**config.mk**
```make
export PLATFORM = sky130hd
export DESIGN_NAME = ssp_rx_flat
export DESIGN_NICKNAME = d
export VERILOG_FILES = /design/src/rtl/ssp_pkg.sv /design/src/rtl/ssp_rx_if.sv /design/src/rtl/ssp_clkgen.sv /design/src/rtl/ssp_rx.sv /design/src/flat_wrapper.sv
export SDC_FILE = /design/constraint.sdc
export NUM_CORES = 1
export LEC_CHECK = 0
export CAP_MARGIN = 10
export CORE_ASPECT_RATIO = 0.5
export CORE_MARGIN = 10
export CORE_UTILIZATION = 60
export CTS_BUF_LIST = sky130_fd_sc_hd__clkbuf_2
export CTS_CLUSTER_SIZE = 12
export DETAILED_ROUTE_END_ITERATION = 7
export PLACE_DENSITY = 0.87
export RECOVER_POWER = 100
export SLEW_MARGIN = 10
export SYNTH_ARGS = -nofsm -noshare
export SYNTH_HDL_FRONTEND = slang
export SYNTH_SLANG_ARGS = --single-unit
```
**constraint.sdc**
```tcl
create_clock -name ck_1356meg -period 8.25 [get_ports ck_1356meg]
set_input_delay 0.825 -clock ck_1356meg [delete_from_list [all_inputs] [get_ports ck_1356meg]]
set_output_delay 0.825 -clock ck_1356meg [all_outputs]
set_load 0.01 [all_outputs]
```
**src/rtl/ssp_pkg.sv**
```systemverilog
// Shared SSP definitions: link FSM states, byte/word widths and the magic command word.
package ssp_pkg;

  typedef enum logic {
    IDLE  = 1'b0,
    SHIFT = 1'b1
  } ssp_state_e;

  localparam int                SSP_BYTE_W  = 8;
  localparam int                SSP_CMD_W   = 32;
  localparam logic [31:0]       SSP_MAGIC   = 32'hDEADBEEF;
  localparam int                SSP_BIT_MSB = 7;

  // Ones over the low nbytes bytes of a command word.
  function automatic logic [SSP_CMD_W-1:0] word_mask(input int nbytes);
    logic [SSP_CMD_W-1:0] m;
    m = '0;
    for (int i = 0; i < SSP_CMD_W / SSP_BYTE_W; i++) begin
      if (i < nbytes) m[i*SSP_BYTE_W +: SSP_BYTE_W] = '1;
    end
    return m;
  endfunction

endpackage

```
**src/rtl/ssp_rx_if.sv**
```systemverilog
// Output side of the SSP receiver: received-byte handshake plus the assembled command word.
interface ssp_rx_if;
  import ssp_pkg::*;

  // A byte transfers on every clock edge where rx_valid && rx_ready; rx_data is held
  // stable while rx_valid is high, and rx_valid only drops after such a transfer.
  // cmd_valid and magic_hit are unqualified single-cycle pulses.
  logic [SSP_BYTE_W-1:0] rx_data;
  logic                  rx_valid;
  logic                  rx_ready;
  logic [SSP_CMD_W-1:0]  cmd_word;
  logic                  cmd_valid;
  logic                  magic_hit;

  modport master (
    output rx_data, rx_valid, cmd_word, cmd_valid, magic_hit,
    input  rx_ready
  );

  modport slave (
    input  rx_data, rx_valid, cmd_word, cmd_valid, magic_hit,
    output rx_ready
  );

endinterface

```
**src/rtl/ssp_clkgen.sv**
```systemverilog
// SSP master timing: divided ssp_clk, per-byte ssp_frame and a mid-bit sample strobe.
module ssp_clkgen
  import ssp_pkg::*;
#(
  parameter int CLK_DIV = 1
) (
  input  logic       clk,
  input  logic       rst,
  input  logic       en,
  output logic       ssp_clk,
  output logic       ssp_frame,
  output logic       sample_stb,
  output logic       byte_stb,
  output ssp_state_e state
);

  logic [7:0] hcnt;
  logic [2:0] bidx;
  logic       half_done;

  assign half_done  = (hcnt == 8'(CLK_DIV - 1));
  // Sampling happens on the edge that takes ssp_clk from 1 to 0; an abort wins over it.
  assign sample_stb = (state == SHIFT) && en && half_done && ssp_clk;
  assign byte_stb   = sample_stb && (bidx == 3'd0);

  always_ff @(posedge clk or posedge rst) begin
    if (rst) begin
      state     <= IDLE;
      hcnt      <= '0;
      bidx      <= 3'(SSP_BIT_MSB);
      ssp_clk   <= 1'b0;
      ssp_frame <= 1'b0;
    end else begin
      case (state)
        IDLE: begin
          if (en) begin
            state     <= SHIFT;
            ssp_frame <= 1'b1;
          end
        end
        SHIFT: begin
          if (!en) begin
            state     <= IDLE;
            hcnt      <= '0;
            bidx      <= 3'(SSP_BIT_MSB);
            ssp_clk   <= 1'b0;
            ssp_frame <= 1'b0;
          end else if (half_done) begin
            hcnt    <= '0;
            ssp_clk <= ~ssp_clk;
            if (ssp_clk) begin
              // bidx wraps 0 -> 7, so the next byte follows with no gap.
              bidx      <= bidx - 3'd1;
              ssp_frame <= (bidx == 3'd0);
            end
          end else begin
            hcnt <= hcnt + 8'd1;
          end
        end
        default: state <= IDLE;
      endcase
    end
  end

endmodule

```
**src/rtl/ssp_rx.sv**
```systemverilog
// ARM-to-FPGA SSP receiver: MSB-first deserializer, one-deep byte buffer, command word assembly.
// Build option: define SSP_RX_MAGIC_EN to pulse magic_hit on a 32'hDEADBEEF command word.
module ssp_rx
  import ssp_pkg::*;
#(
  parameter int CLK_DIV    = 1,
  parameter int WORD_BYTES = 4
) (
  input  logic       ck_1356meg,
  input  logic       rst,
  input  logic       rx_en,
  input  logic       ssp_dout,
  output logic       ssp_clk,
  output logic       ssp_frame,
  output logic       rx_overflow,
  input  logic       ovf_clr,
  ssp_rx_if.master   rx,
  output ssp_state_e state
);

  localparam logic [SSP_CMD_W-1:0] WORD_MASK = word_mask(WORD_BYTES);

  logic                  sample_stb;
  logic                  byte_stb;
  logic [6:0]            shift;
  logic [SSP_BYTE_W-1:0] new_byte;
  logic                  accept;
  logic                  drop;
  logic [SSP_CMD_W-1:0]  stage;
  logic [SSP_CMD_W-1:0]  staged_next;
  logic [1:0]            wcnt;
  logic                  word_done;

  ssp_clkgen #(
    .CLK_DIV (CLK_DIV)
  ) u_clkgen (
    .clk        (ck_1356meg),
    .rst        (rst),
    .en         (rx_en),
    .ssp_clk    (ssp_clk),
    .ssp_frame  (ssp_frame),
    .sample_stb (sample_stb),
    .byte_stb   (byte_stb),
    .state      (state)
  );

  assign new_byte    = {shift, ssp_dout};
  assign accept      = byte_stb && (!rx.rx_valid || rx.rx_ready);
  assign drop        = byte_stb && rx.rx_valid && !rx.rx_ready;
  assign staged_next = {stage[SSP_CMD_W-SSP_BYTE_W-1:0], new_byte};
  assign word_done   = accept && (wcnt == 2'(WORD_BYTES - 1));

  always_ff @(posedge ck_1356meg or posedge rst) begin
    if (rst) begin
      shift        <= '0;
      rx.rx_data   <= '0;
      rx.rx_valid  <= 1'b0;
      rx_overflow  <= 1'b0;
      stage        <= '0;
      wcnt         <= '0;
      rx.cmd_word  <= '0;
      rx.cmd_valid <= 1'b0;
    end else begin
      if (sample_stb) shift <= new_byte[6:0];

      if (accept) begin
        rx.rx_data  <= new_byte;
        rx.rx_valid <= 1'b1;
      end else if (rx.rx_valid && rx.rx_ready) begin
        rx.rx_valid <= 1'b0;
      end

      if (drop)         rx_overflow <= 1'b1;
      else if (ovf_clr) rx_overflow <= 1'b0;

      rx.cmd_valid <= 1'b0;
      // Abort or a dropped byte restarts word assembly at the next byte.
      if (!rx_en || drop) begin
        wcnt <= '0;
      end else if (accept) begin
        stage <= staged_next;
        if (word_done) begin
          wcnt         <= '0;
          rx.cmd_word  <= staged_next & WORD_MASK;
          rx.cmd_valid <= 1'b1;
        end else begin
          wcnt <= wcnt + 2'd1;
        end
      end
    end
  end

`ifdef SSP_RX_MAGIC_EN
  always_ff @(posedge ck_1356meg or posedge rst) begin
    if (rst) rx.magic_hit <= 1'b0;
    else     rx.magic_hit <= word_done && (WORD_BYTES == 4) && (staged_next == SSP_MAGIC);
  end
`else
  assign rx.magic_hit = 1'b0;
`endif

endmodule
```
**src/flat_wrapper.sv**
```systemverilog
// flat-port wrapper written by rule: the top's interface ports become plain ports
module ssp_rx_flat import ssp_pkg::*;
#(
  parameter int CLK_DIV    = 1,
  parameter int WORD_BYTES = 4
)
  (ck_1356meg, rst, rx_en, ssp_dout, ssp_clk, ssp_frame, rx_overflow, ovf_clr, state, rx_rx_data, rx_rx_valid, rx_cmd_word, rx_cmd_valid, rx_magic_hit, rx_rx_ready);
  ssp_rx_if rx_i ();
  input  logic ck_1356meg;
  input  logic rst;
  input  logic rx_en;
  input  logic ssp_dout;
  output logic ssp_clk;
  output logic ssp_frame;
  output logic rx_overflow;
  input  logic ovf_clr;
  output ssp_state_e state;
  output wire logic [$bits(rx_i.rx_data)-1:0] rx_rx_data;
  output wire logic [$bits(rx_i.rx_valid)-1:0] rx_rx_valid;
  output wire logic [$bits(rx_i.cmd_word)-1:0] rx_cmd_word;
  output wire logic [$bits(rx_i.cmd_valid)-1:0] rx_cmd_valid;
  output wire logic [$bits(rx_i.magic_hit)-1:0] rx_magic_hit;
  input wire logic [$bits(rx_i.rx_ready)-1:0] rx_rx_ready;
  assign rx_rx_data = rx_i.rx_data;
  assign rx_rx_valid = rx_i.rx_valid;
  assign rx_cmd_word = rx_i.cmd_word;
  assign rx_cmd_valid = rx_i.cmd_valid;
  assign rx_magic_hit = rx_i.magic_hit;
  assign rx_i.rx_ready = rx_rx_ready;
  ssp_rx #(.CLK_DIV(CLK_DIV), .WORD_BYTES(WORD_BYTES)) u_core (.ck_1356meg(ck_1356meg), .rst(rst), .rx_en(rx_en), .ssp_dout(ssp_dout), .ssp_clk(ssp_clk), .ssp_frame(ssp_frame), .rx_overflow(rx_overflow), .ovf_clr(ovf_clr), .rx(rx_i), .state(state));
endmodule
```
==> impl_metrics.tcl <==
set metrics [dict create \
    outcome "complete, but fails checks" \
    violations "max-capacitance violations, max-slew violations" \
    synthArstFlopShare_pct 100 \
    wl_per_cell_um 17.4 \
    cts_resized 0 \
    synth_area_per_cell_um2 14.6 \
    numCtsBuffers 9 \
    num-fill-cells 436 \
    path_max_fanout 32 \
    skew_ns 0.0397 \
    hp-class "reg -> reg" \
    synth_edf_count 0 \
    path_clk_slew_ns 0.24 \
    fin_crit_sh_pct 38.9 \
    yosys.area.top_type "dfrtp_1" \
    grt_pass1_wl_mm 11.9 \
    clock-root-buffer "clkbuf_2" \
    use_met1_pct 16.6 \
    max_slew_margin_pct -17.2 \
    yosysSeqAreaShare_pct 59.9 \
    dieArea_mm2 0.0100 \
    rows 20 \
    antenna_found_initial 0 \
    hold_ws_ns 0.519 \
    slowest_delay_ns 1.28 \
    dp_hpwl_mm 4.80 \
    nets 320 \
    clock_latency_ns 0.56 \
    crit_type "in -> reg" \
    critical_path_required_ns 8.71 \
    rsz0062_at_grt "no" \
    htreeDepth 3 \
    grt_max_degree 91 \
    die_h_um 76.0 \
    cts_sinks 90 \
    crit_path_end_kind "register" \
    crit_family "buffers and inverters" \
    fmax_ghz 0.311 \
    post_cts_buffers 0 \
    grt_pass1_vias 2366 \
    cts.path.max_buffers 2 \
    finalWirelength_mm 6.99 \
    die_w_um 132 \
    setup.worst_path.start_class "input port" \
    vias_per_cell 5.35 \
    vias 2156 \
    critPathBufInv 2 \
    hold_viol 0 \
    yosys-top-cells-area "dfrtp_1 (58%), mux2_2 (13%), mux2_4 (12%)" \
    grt_usage_pct 14.5 \
    drv_slew 33 \
    setup_tns_ns 0 \
    finalSetupViolations 0 \
    synth.distinct_cells 34 \
    top_usage_layer "met2" \
    start_util_pct 61.9 \
    gp_congestion 0.784 \
    crit_slowest_cell "clkbuf_1" \
    drt_iter0_markers 124 \
    drc 0 \
    hold_buffers 0 \
    grt_util_met2_pct 25.0 \
    yosys_register_bits 90 \
    overflow 0 \
    final_core_util_pct 71.7 \
    met3_usage_pct 5.07 \
    synth_top_area_share_pct 57.8 \
    buffer_ports.inserted 51 \
    io_pins 53 \
    syn2layout_area_growth_pct 15.9 \
    worst_slew_pin_slew_ns 1.76 \
    finalPower_mw 0.804 \
    irDropWorstVdd_uv 123 \
    power_leakage_nw 2.37 \
    yosysWarnings 0 \
    synthCells 257 \
    synth_area_mm2 0.00376 \
    fin_crit_ns 3.21 \
    ant_nets 0 \
    max_cap_viol_count 1 \
    cts_tree "done" \
    arrival_ns 3.68 \
    drive_above_1_share_pct 20.4 \
    core_area_mm2 0.00608 \
    power_density_mw_per_mm2 184 \
    syn_nets 268 \
    crit_chain "dlygate4sd3_1 -> and3_1 -> nand4b_1 -> clkbuf_1 -> mux2_2" \
    synthFlopType "dfrtp_1" \
    dr.pass1.iters 5 \
]
placed cells by master (no fill, tap or decap), drive strengths merged, types with 4 or more instances in the layout:
master	instances
dlygate4sd3	48
nand3	7
and3	4
nor2	5
nor3	5
inv	11
ha	5
clkbuf	10
nand2	10
a21oi	8
mux2	72
dfrtp	87
o21ai	5
metal layers:
layer | vias up | wire length, um | share of wire [%]
li1 | 1006 | - | -
met1 | 1109 | 3020 | 43
met2 | 31 | 3610 | 52
met3 | 10 | 293 | 4.2
met4 | 0 | 76 | 1.1
met5 | - | 0 | 0
flip-flops by register name (all words and copies together), names as in the netlist, 2 cells and up:
| register | count |
|---|---|
| u_core.rx.cmd_word | 32 |
| u_core.rx.rx_data | 8 |
| u_core.shift | 7 |
| u_core.stage | 24 |
| u_core.u_clkgen.bidx | 3 |
| u_core.u_clkgen.hcnt | 8 |
| u_core.wcnt | 2 |
logic make-up after synthesis:
family	share of synthesized area, %
flops	59.9
mux	25.1
simple gates	6.68
buf+inv	2.96
compound gates	2.66
fa+ha+maj	1.66
xor+xnor	0.931
other cells	0.0996
synthesized netlist by cell type (2+ instances only):
cell      number
ha_1           5
nor2_1         5
o22ai_1        2
or3_1          2
nor3_1         5
and3_1         4
inv_1          9
a21o_1         2
a21oi_1        8
mux2i_1        2
xnor2_1        3
dfstp_2        3
o21ai_0        4
nand3_1        7
nand2_1       10
mux2_4        30
buf_2          5
clkbuf_1       3
nand2b_1       2
dfrtp_1       87
nand4_1        3
mux2_2        42
buf_6          3
stage by stage:
step	instances	instance area (um^2)	setup slack, ns
floorplan	257	3760	5.09
global placement	386	4320	5.19
detailed placement	386	4320	5.12
CTS	402	4470	5.38
global route	402	4360	4.94
finish	403	4360	5.04
power by group:
part	leakage (nW)	switching (mW)	total (mW)	internal (mW)
Clock	0.0886	0.154	0.257	0.104
Combinational	1.04	0.0277	0.0541	0.0264
Sequential	1.23	0.0251	0.492	0.467
area by class of cell:
cell class / instances / area, um^2 / area share [%]
sequential: 90 / 2260 / 51.7
multi-input combinational: 146 / 1290 / 29.6
timing repair buffer: 53 / 522 / 12.0
tap: 88 / 110 / 2.53
clock inverter: 7 / 98.8 / 2.27
clock buffer: 9 / 45.0 / 1.03
inverter: 9 / 35.0 / 0.803
antenna: 1 / 2.50 / 0.0574
worst register-to-register path: cells and delay by family, from the launching register on:
family / cells / cell delay, ns
muxes: 1 / 0.46
adders and majority gates: 1 / 0.19
DFF: 1 / 0.60
buffers and inverters: 2 / 1.35
and+or+nand+nor: 2 / 0.37
final timing paths:
| check | slack (ns) | from | cells past startpoint | endpoint |
|---|---|---|---|---|
| worst max-delay path | 5.04 | rx_en | 5 | u_core.stage[20]$_DFFE_PP0P_ |
| worst min register to register | 0.52 | u_core.rx.cmd_word[26]$_DFFE_PP0P_ | 1 | u_core.rx.cmd_word[26]$_DFFE_PP0P_ |
| max in group asynchronous | 6.51 | rst | 3 | u_core.u_clkgen.hcnt[1]$_DFFE_PP0P_ |
| min in group asynchronous | 1.03 | rst | 3 | u_core.wcnt[0]$_DFFE_PP0P_ |
| worst max register to register | 5.21 | u_core.u_clkgen.bidx[0]$_DFFE_PP1P_ | 6 | u_core.stage[20]$_DFFE_PP0P_ |
| worst min-delay path | 0.52 | u_core.rx.cmd_word[26]$_DFFE_PP0P_ | 1 | u_core.rx.cmd_word[26]$_DFFE_PP0P_ |
(Power assumes the default switching activity.)
